===== src/rtl/debounce_sync.sv =====
// debounce_sync: conditions a raw asynchronous input for use as a clean level.
//   The input passes through a SYNC_STAGES flop synchronizer and then a
//   counter-based debounce FSM. A new level is accepted only after it has been
//   sampled for DEBOUNCE_CYCLES consecutive cycles. Aborted transitions are
//   counted in a saturating glitch counter.
//
// State table:
//   S_LOW    | dout settled low, watching for s=1
//   S_WAIT_H | s went high, counting toward acceptance of a rise
//   S_HIGH   | dout settled high, watching for s=0
//   S_WAIT_L | s went low, counting toward acceptance of a fall
//
// Ports:
//   clk        in   system clock, rising edge
//   rst        in   synchronous active-high reset
//   din        in   raw asynchronous input
//   dout       out  debounced level (registered)
//   rise       out  one-cycle pulse on dout 0->1 (registered)
//   fall       out  one-cycle pulse on dout 1->0 (registered)
//   stable     out  high when not in a WAIT state
//   glitch_cnt out  saturating count of aborted transitions
module debounce_sync #(
  parameter int unsigned SYNC_STAGES     = 2,
  parameter int unsigned DEBOUNCE_CYCLES = 8,
  parameter int unsigned CNT_WIDTH       = 4,
  parameter int unsigned GLITCH_WIDTH    = 8
) (
  input  logic                    clk,
  input  logic                    rst,
  input  logic                    din,
  output logic                    dout,
  output logic                    rise,
  output logic                    fall,
  output logic                    stable,
  output logic [GLITCH_WIDTH-1:0] glitch_cnt
);

  typedef enum logic [1:0] {
    S_LOW    = 2'd0,
    S_WAIT_H = 2'd1,
    S_HIGH   = 2'd2,
    S_WAIT_L = 2'd3
  } state_t;

  localparam logic [CNT_WIDTH-1:0] CNT_LAST = CNT_WIDTH'(DEBOUNCE_CYCLES - 1);

  logic [SYNC_STAGES-1:0]  sync_q, sync_d;
  state_t                  state_q, state_d;
  logic [CNT_WIDTH-1:0]    cnt_q, cnt_d;
  logic                    dout_q, dout_d;
  logic                    rise_q, rise_d;
  logic                    fall_q, fall_d;
  logic [GLITCH_WIDTH-1:0] glitch_q, glitch_d;
  logic [GLITCH_WIDTH-1:0] glitch_inc;
  logic                    s;

  // Only the synchronizer chain ever looks at din.
  assign sync_d = {sync_q[SYNC_STAGES-2:0], din};
  assign s      = sync_q[SYNC_STAGES-1];

  // Saturating increment: hold once all ones.
  assign glitch_inc = (glitch_q == '1) ? glitch_q : glitch_q + GLITCH_WIDTH'(1);

  always_comb begin
    state_d  = state_q;
    cnt_d    = cnt_q;
    dout_d   = dout_q;
    rise_d   = 1'b0;
    fall_d   = 1'b0;
    glitch_d = glitch_q;
    unique case (state_q)
      S_LOW: begin
        if (s) begin
          state_d = S_WAIT_H;
          cnt_d   = CNT_WIDTH'(1);
        end
      end
      S_WAIT_H: begin
        if (!s) begin
          state_d  = S_LOW;
          cnt_d    = '0;
          glitch_d = glitch_inc;
        end else if (cnt_q == CNT_LAST) begin
          state_d = S_HIGH;
          cnt_d   = '0;
          dout_d  = 1'b1;
          rise_d  = 1'b1;
        end else begin
          cnt_d = cnt_q + CNT_WIDTH'(1);
        end
      end
      S_HIGH: begin
        if (!s) begin
          state_d = S_WAIT_L;
          cnt_d   = CNT_WIDTH'(1);
        end
      end
      S_WAIT_L: begin
        if (s) begin
          state_d  = S_HIGH;
          cnt_d    = '0;
          glitch_d = glitch_inc;
        end else if (cnt_q == CNT_LAST) begin
          state_d = S_LOW;
          cnt_d   = '0;
          dout_d  = 1'b0;
          fall_d  = 1'b1;
        end else begin
          cnt_d = cnt_q + CNT_WIDTH'(1);
        end
      end
      default: begin
        state_d = S_LOW;
        cnt_d   = '0;
      end
    endcase
  end

  always_ff @(posedge clk) begin
    if (rst) begin
      sync_q   <= '0;
      state_q  <= S_LOW;
      cnt_q    <= '0;
      dout_q   <= 1'b0;
      rise_q   <= 1'b0;
      fall_q   <= 1'b0;
      glitch_q <= '0;
    end else begin
      sync_q   <= sync_d;
      state_q  <= state_d;
      cnt_q    <= cnt_d;
      dout_q   <= dout_d;
      rise_q   <= rise_d;
      fall_q   <= fall_d;
      glitch_q <= glitch_d;
    end
  end

  assign dout       = dout_q;
  assign rise       = rise_q;
  assign fall       = fall_q;
  assign glitch_cnt = glitch_q;
  assign stable     = (state_q == S_LOW) || (state_q == S_HIGH);

endmodule


===== config.mk =====
export PLATFORM = sky130hd
export DESIGN_NAME = debounce_sync
export DESIGN_NICKNAME = d
export VERILOG_FILES = /design/src/rtl/debounce_sync.sv
export SDC_FILE = /design/constraint.sdc
export NUM_CORES = 1
export LEC_CHECK = 0
export ABC_AREA = 1
export CORE_UTILIZATION = 45
export CTS_BUF_LIST = sky130_fd_sc_hd__clkbuf_4
export DETAILED_ROUTE_END_ITERATION = 10
export GPL_ROUTABILITY_DRIVEN = 0
export GPL_TIMING_DRIVEN = 0
export HOLD_SLACK_MARGIN = 0.15
export PLACE_DENSITY = 0.69
export SYNTH_ARGS = -nofsm -noshare
export SYNTH_HDL_FRONTEND = slang
export SYNTH_SLANG_ARGS = --single-unit

===== constraint.sdc =====
create_clock -name clk -period 1.3 [get_ports clk]
set_input_delay 0.195 -clock clk [delete_from_list [all_inputs] [get_ports clk]]
set_output_delay 0.195 -clock clk [all_outputs]
set_load 0.01 [all_outputs]

* Word-level counts from Yosys, hierarchy flattened *
Index checks and enable logic that the tools add are counted.
W data, S select, Z words.

storage, ports and cells
  input bits = 3
  register bits after elaboration = 19
  output and inout bits = 12

operators by class
  add/subtract/negate cells = 2
  reductions and logical operators = 9
  bitwise logic cells = 3
  eq/ne operators = 15
  mux-type cells = 23

operators by type and width
  operator               number
  $mux W8                3
  $mux W4                5
  $ne A2 B2 Y1 const B   8
  $pmux W4 S4            1
  $pmux W8 S2            1
  $mux W2                6
  $add A8 B1 Y8 const B  1
  $eq A8 B8 Y1 const B   1
  $pmux W2 S4            1
  $ne A3 B3 Y1 const B   2
  $reduce_or A3 Y1       2
  $mux W1                5
  $reduce_and A5 Y1      1
  $add A4 B1 Y4 const B  1
  $eq A2 B2 Y1 const B   2
  $eq A4 B3 Y1 const B   1
  $reduce_and A4 Y1      1
  $not A1 Y1             3
  $reduce_and A3 Y1      1
  $eq A2 B1 Y1 const B   1
  $logic_not A2 Y1       1
  $pmux W1 S2            1
  $reduce_and A2 Y1      1
  $reduce_bool A2 Y1     1
  $logic_or A1 B1 Y1     1

* Depth between registers and ports, before layout *
  depth in word-level cells = 4
  mapped depth = 8

* Worst setup path before layout *
OpenSTA, ideal clock, no wires.

  path kind = register to register
  start = register glitch_q[1], in the netlist glitch_cnt[1]
  end = register glitch_q[0], in the netlist glitch_cnt[0]
  cell stages (with the launch flop) = 7
  library setup time = 113 ps
  data arrival time = 1128 ps
  setup slack = 58 ps
  cell sequence = dfxtp_1 -> ha_1 -> nand3_2 -> nor2_1 -> nor2_4 -> nor2_1 -> nor2_1

on the way
  cells in the longest elaborated chain, start to end = 4

ends and longest elaborated chain
  item                        RTL line  text
  from (decl)                 53        logic [GLITCH_WIDTH-1:0] glitch_q, glitch_d;
  from (signal assigned)      135       glitch_q <= glitch_d;
  $eq A8 B8 Y1 (*)            62        assign glitch_inc = (glitch_q == '1) ? glitch_q : glitch_q + GLITCH_WIDTH'(1);
  $mux W8 (*)                 62
  $mux W8 (on tied branches)  99, 79
  $pmux W8 S2 (*)             71        unique case (state_q)

Every way passes the cells marked *; elsewhere a longest branch is shown, timed or not. The select of a mux whose other input is x is not followed.
A chain may end at the register's enable or synchronous reset.

* Worst setup path after layout *
  start = register state_q[0]
  end = output port stable

on the way
  cells in the longest elaborated chain, start to end = 2

ends and longest elaborated chain
  item                                              RTL line  text
  from (decl)                                       48        state_t state_q, state_d;
  from (signal assigned)                            130       state_q <= state_d;
  $eq A2 B2 Y1 or $logic_not A2 Y1 (tied branches)  143       assign stable = (state_q == S_LOW) || (state_q == S_HIGH);
  $logic_or A1 B1 Y1 (*)                            143
  to (decl)                                         34        output logic stable,

Every way passes the cells marked *; elsewhere a longest branch is shown, timed or not.

==> qor.yml <==
outcome:
  status: "complete, no violations"
cts:
  clk_pin_slew_ns: 0.11
  cts_hold_buffers: 0
  root_buffer: "clkbuf_4"
  insertion_delay_ns: 0.31
  cts_tree: "built"
  numCtsBuffers: 3
  max-clock-path-buffers: 2
  clock_sinks: 19
  cts_htree_levels: 1
drt:
  wl_per_cell_um: 11.2
  vias_per_cell: 5.02
  drcViolationCount: 0
  ant_nets: 0
  dr.pass1.iters: 4
  initialDrtViolationCount: 16
  wirelength_mm: 2.05
  num_vias: 913
worst_setup_path:
  path_class: "reg -> out"
  arrival_ns: 1.06
  crit_required_ns: 1.11
  critPathBufInv: 3
  crit_family: "buffers and inverters"
  r2r_slack_ns: 0.06
  critPathMaxStageDelay_ns: 0.31
  startpoint_type: "register"
  ff2ff_path_depth: 8
  path_cells: "buf_4 -> inv_6 -> clkdlybuf4s15_2"
  crit_path_top_delay_cell: "dfxtp_1"
  cp_max_fo: 8
  cp-end-kind: "output pin"
  r2r-start: "cnt_q[1]"
  worstSetupStartpoint: "state_q[0]"
logic_synthesis:
  synth_top_area_share_pct: 40.0
  yosysSeqAreaShare_pct: 40.0
  synth-seq-cells: 19
  yosysWarnings: 0
  synth_cells: 136
  synth_area_leaders: "dfxtp_1, nand2_1, nor2_1"
  syn-num-nets: 141
  syn_area_per_cell_um2: 6.99
  yosysTopAreaCell: "dfxtp_1"
  syn_area_um2: 951
  yosysUniqueCellTypes: 22
worst_hold_path:
  hold-path-endpoint: "glitch_cnt[7]"
  min_path_cells: 2
  hold_start: "rst"
  worstHoldPathType: "in -> reg"
place:
  dpl.cell_count: 176
  io_buffers: 13
  place_hpwl_mm: 1.45
layout:
  layout_commonest_cell: "nand2_1"
  areaGrowthSynthToFinish_pct: 26.4
  num_antenna_cells: 0
  fin_nets: 161
  drive_gt1_share_pct: 21.9
  final.fill_count: 193
  finalNonFillerCells: 182
  final_cell_mix: "nand2_1, nor2_1, inv_1"
grt:
  grt_max_degree: 11
  antenna_found_initial: 0
  grt_pass1_wl_mm: 3.21
  grt_pass1_vias: 766
  grt_overflow: 0
  grt_usage_pct: 20.8
sta:
  slew_violations: 0
  finalSetupViolCount: 0
  whs_ns: 0.185
  final-hold-violation-count: 0
  fin_skew_ns: 0.00774
  fin_crit_ns: 1.25
  finalCritPeriodShare_pct: 96.5
  fmax_mhz: 797
  max-slew-margin-rel_pct: 79.3
  worst_pin_slew_ns: 0.310
floorplan:
  dieArea_um2: 2300
  design.core.area_um2: 1980
  die-width_um: 48.0
  io_pins: 15
  chipHeight_um: 48.0
  rows: 16
  initial_core_util_pct: 48.0
pwr:
  peakVddDrop_v: 0.000622
  power.total_mw: 1.04
  p_per_area_nw_per_um2: 866
  power.leakage_nw: 0.503
job:
  drv_cap: 0
==> cell families after synthesis <==
logic type	count (synthesis)	synth area share, %
compound gates	15	8.68
xor+xnor	4	3.68
fa+ha+maj	2	2.63
buf+inv	19	7.76
flops	19	40.0
simple gates	77	37.2
==> where the power goes <==
group	internal (mW)	total (mW)	switching [mW]
registers	0.591	0.606	0.0145
clock network	0.141	0.326	0.185
logic	0.0430	0.109	0.0665
total	0.775	1.04	0.266
==> synthesized netlist by cell type <==
master	number
a21oi_1	8
o211a_1	1
buf_2	2
inv_2	3
xnor2_1	2
nor3_1	1
nor2_4	3
a211oi_1	1
xor2_1	2
inv_1	13
nor4_1	1
o21ai_1	2
dfxtp_1	19
nor2_1	19
nand2_1	36
clkinv_1	1
nand3_1	9
o21ai_0	3
nand2_2	5
ha_1	2
nand4_1	1
nand3_2	2
==> routing by layer <==
layer	global-route usage [%]	share of wire [%]	vias to the layer above
met1	23.6	46	418
li1	-	-	465
met2	34.6	47	23
met3	4.91	3.7	7
met5	0	0	-
met4	13.9	2.9	0
==> timing repair <==
item                                    CTS  global route
buffers inserted                          0             2
pin swaps                                 0             0
endpoints found under the setup margin   21            10
endpoints found under the hold margin     0             0
cloned                                    0             0
resized for setup                        29             7
==> final cells by class <==
class,instances,area (µm²),area share (%)
Clock buffer,4,30.0,2.50
Sequential cell,19,403,33.5
Tap cell,27,33.8,2.81
Timing Repair Buffer,15,133,11.0
Inverter,17,68.8,5.72
Multi-Input combinational cell,98,522,43.4
Buffer,2,12.5,1.04
==> sequential cells by signal, summed over array words and instances (netlist names), named ones only <==
register and cells:
rise 1, dout 1, sync_q 2, cnt_q 4
fall 1, glitch_cnt 8, state_q 1
==> worst reg2reg max path, stage by stage (launching register included) <==
cell and delay [ns]:
dfxtp_1 0.37, ha_1 0.18, nand2_1 0.11, nor2_4 0.17
inv_1 0.06, nand2_1 0.09, nand3_1 0.07, nand2_1 0.06
nor2_1 0.04
==> metrics by stage <==
stage | setup slack, ns | TNS, ns | instance area, µm² | utilization [%]
global placement | -0.0437 | -0.105 | 1110 | 56.3
detailed placement | -0.0625 | -0.263 | 1110 | 56.3
global route | -0.0132 | -0.0132 | 1200 | 60.7
CTS | 0.00293 | 0 | 1160 | 58.5
finish | 0.0456 | 0 | 1200 | 60.7
floorplan | 0.0582 | 0 | 951 | -
==> how the worst max path moves through the flow <==
stage | depth (start not counted) | slack, ns | to
after floorplan | 6 | 0.06 | glitch_cnt[0]
after global placement | 5 | -0.04 | fall
after detailed placement | 8 | -0.06 | register
after CTS | 3 | 0.003 | stable
after global routing | 8 | -0.01 | glitch_cnt[5]
final | 3 | 0.05 | stable
(Power assumes the default switching activity.)
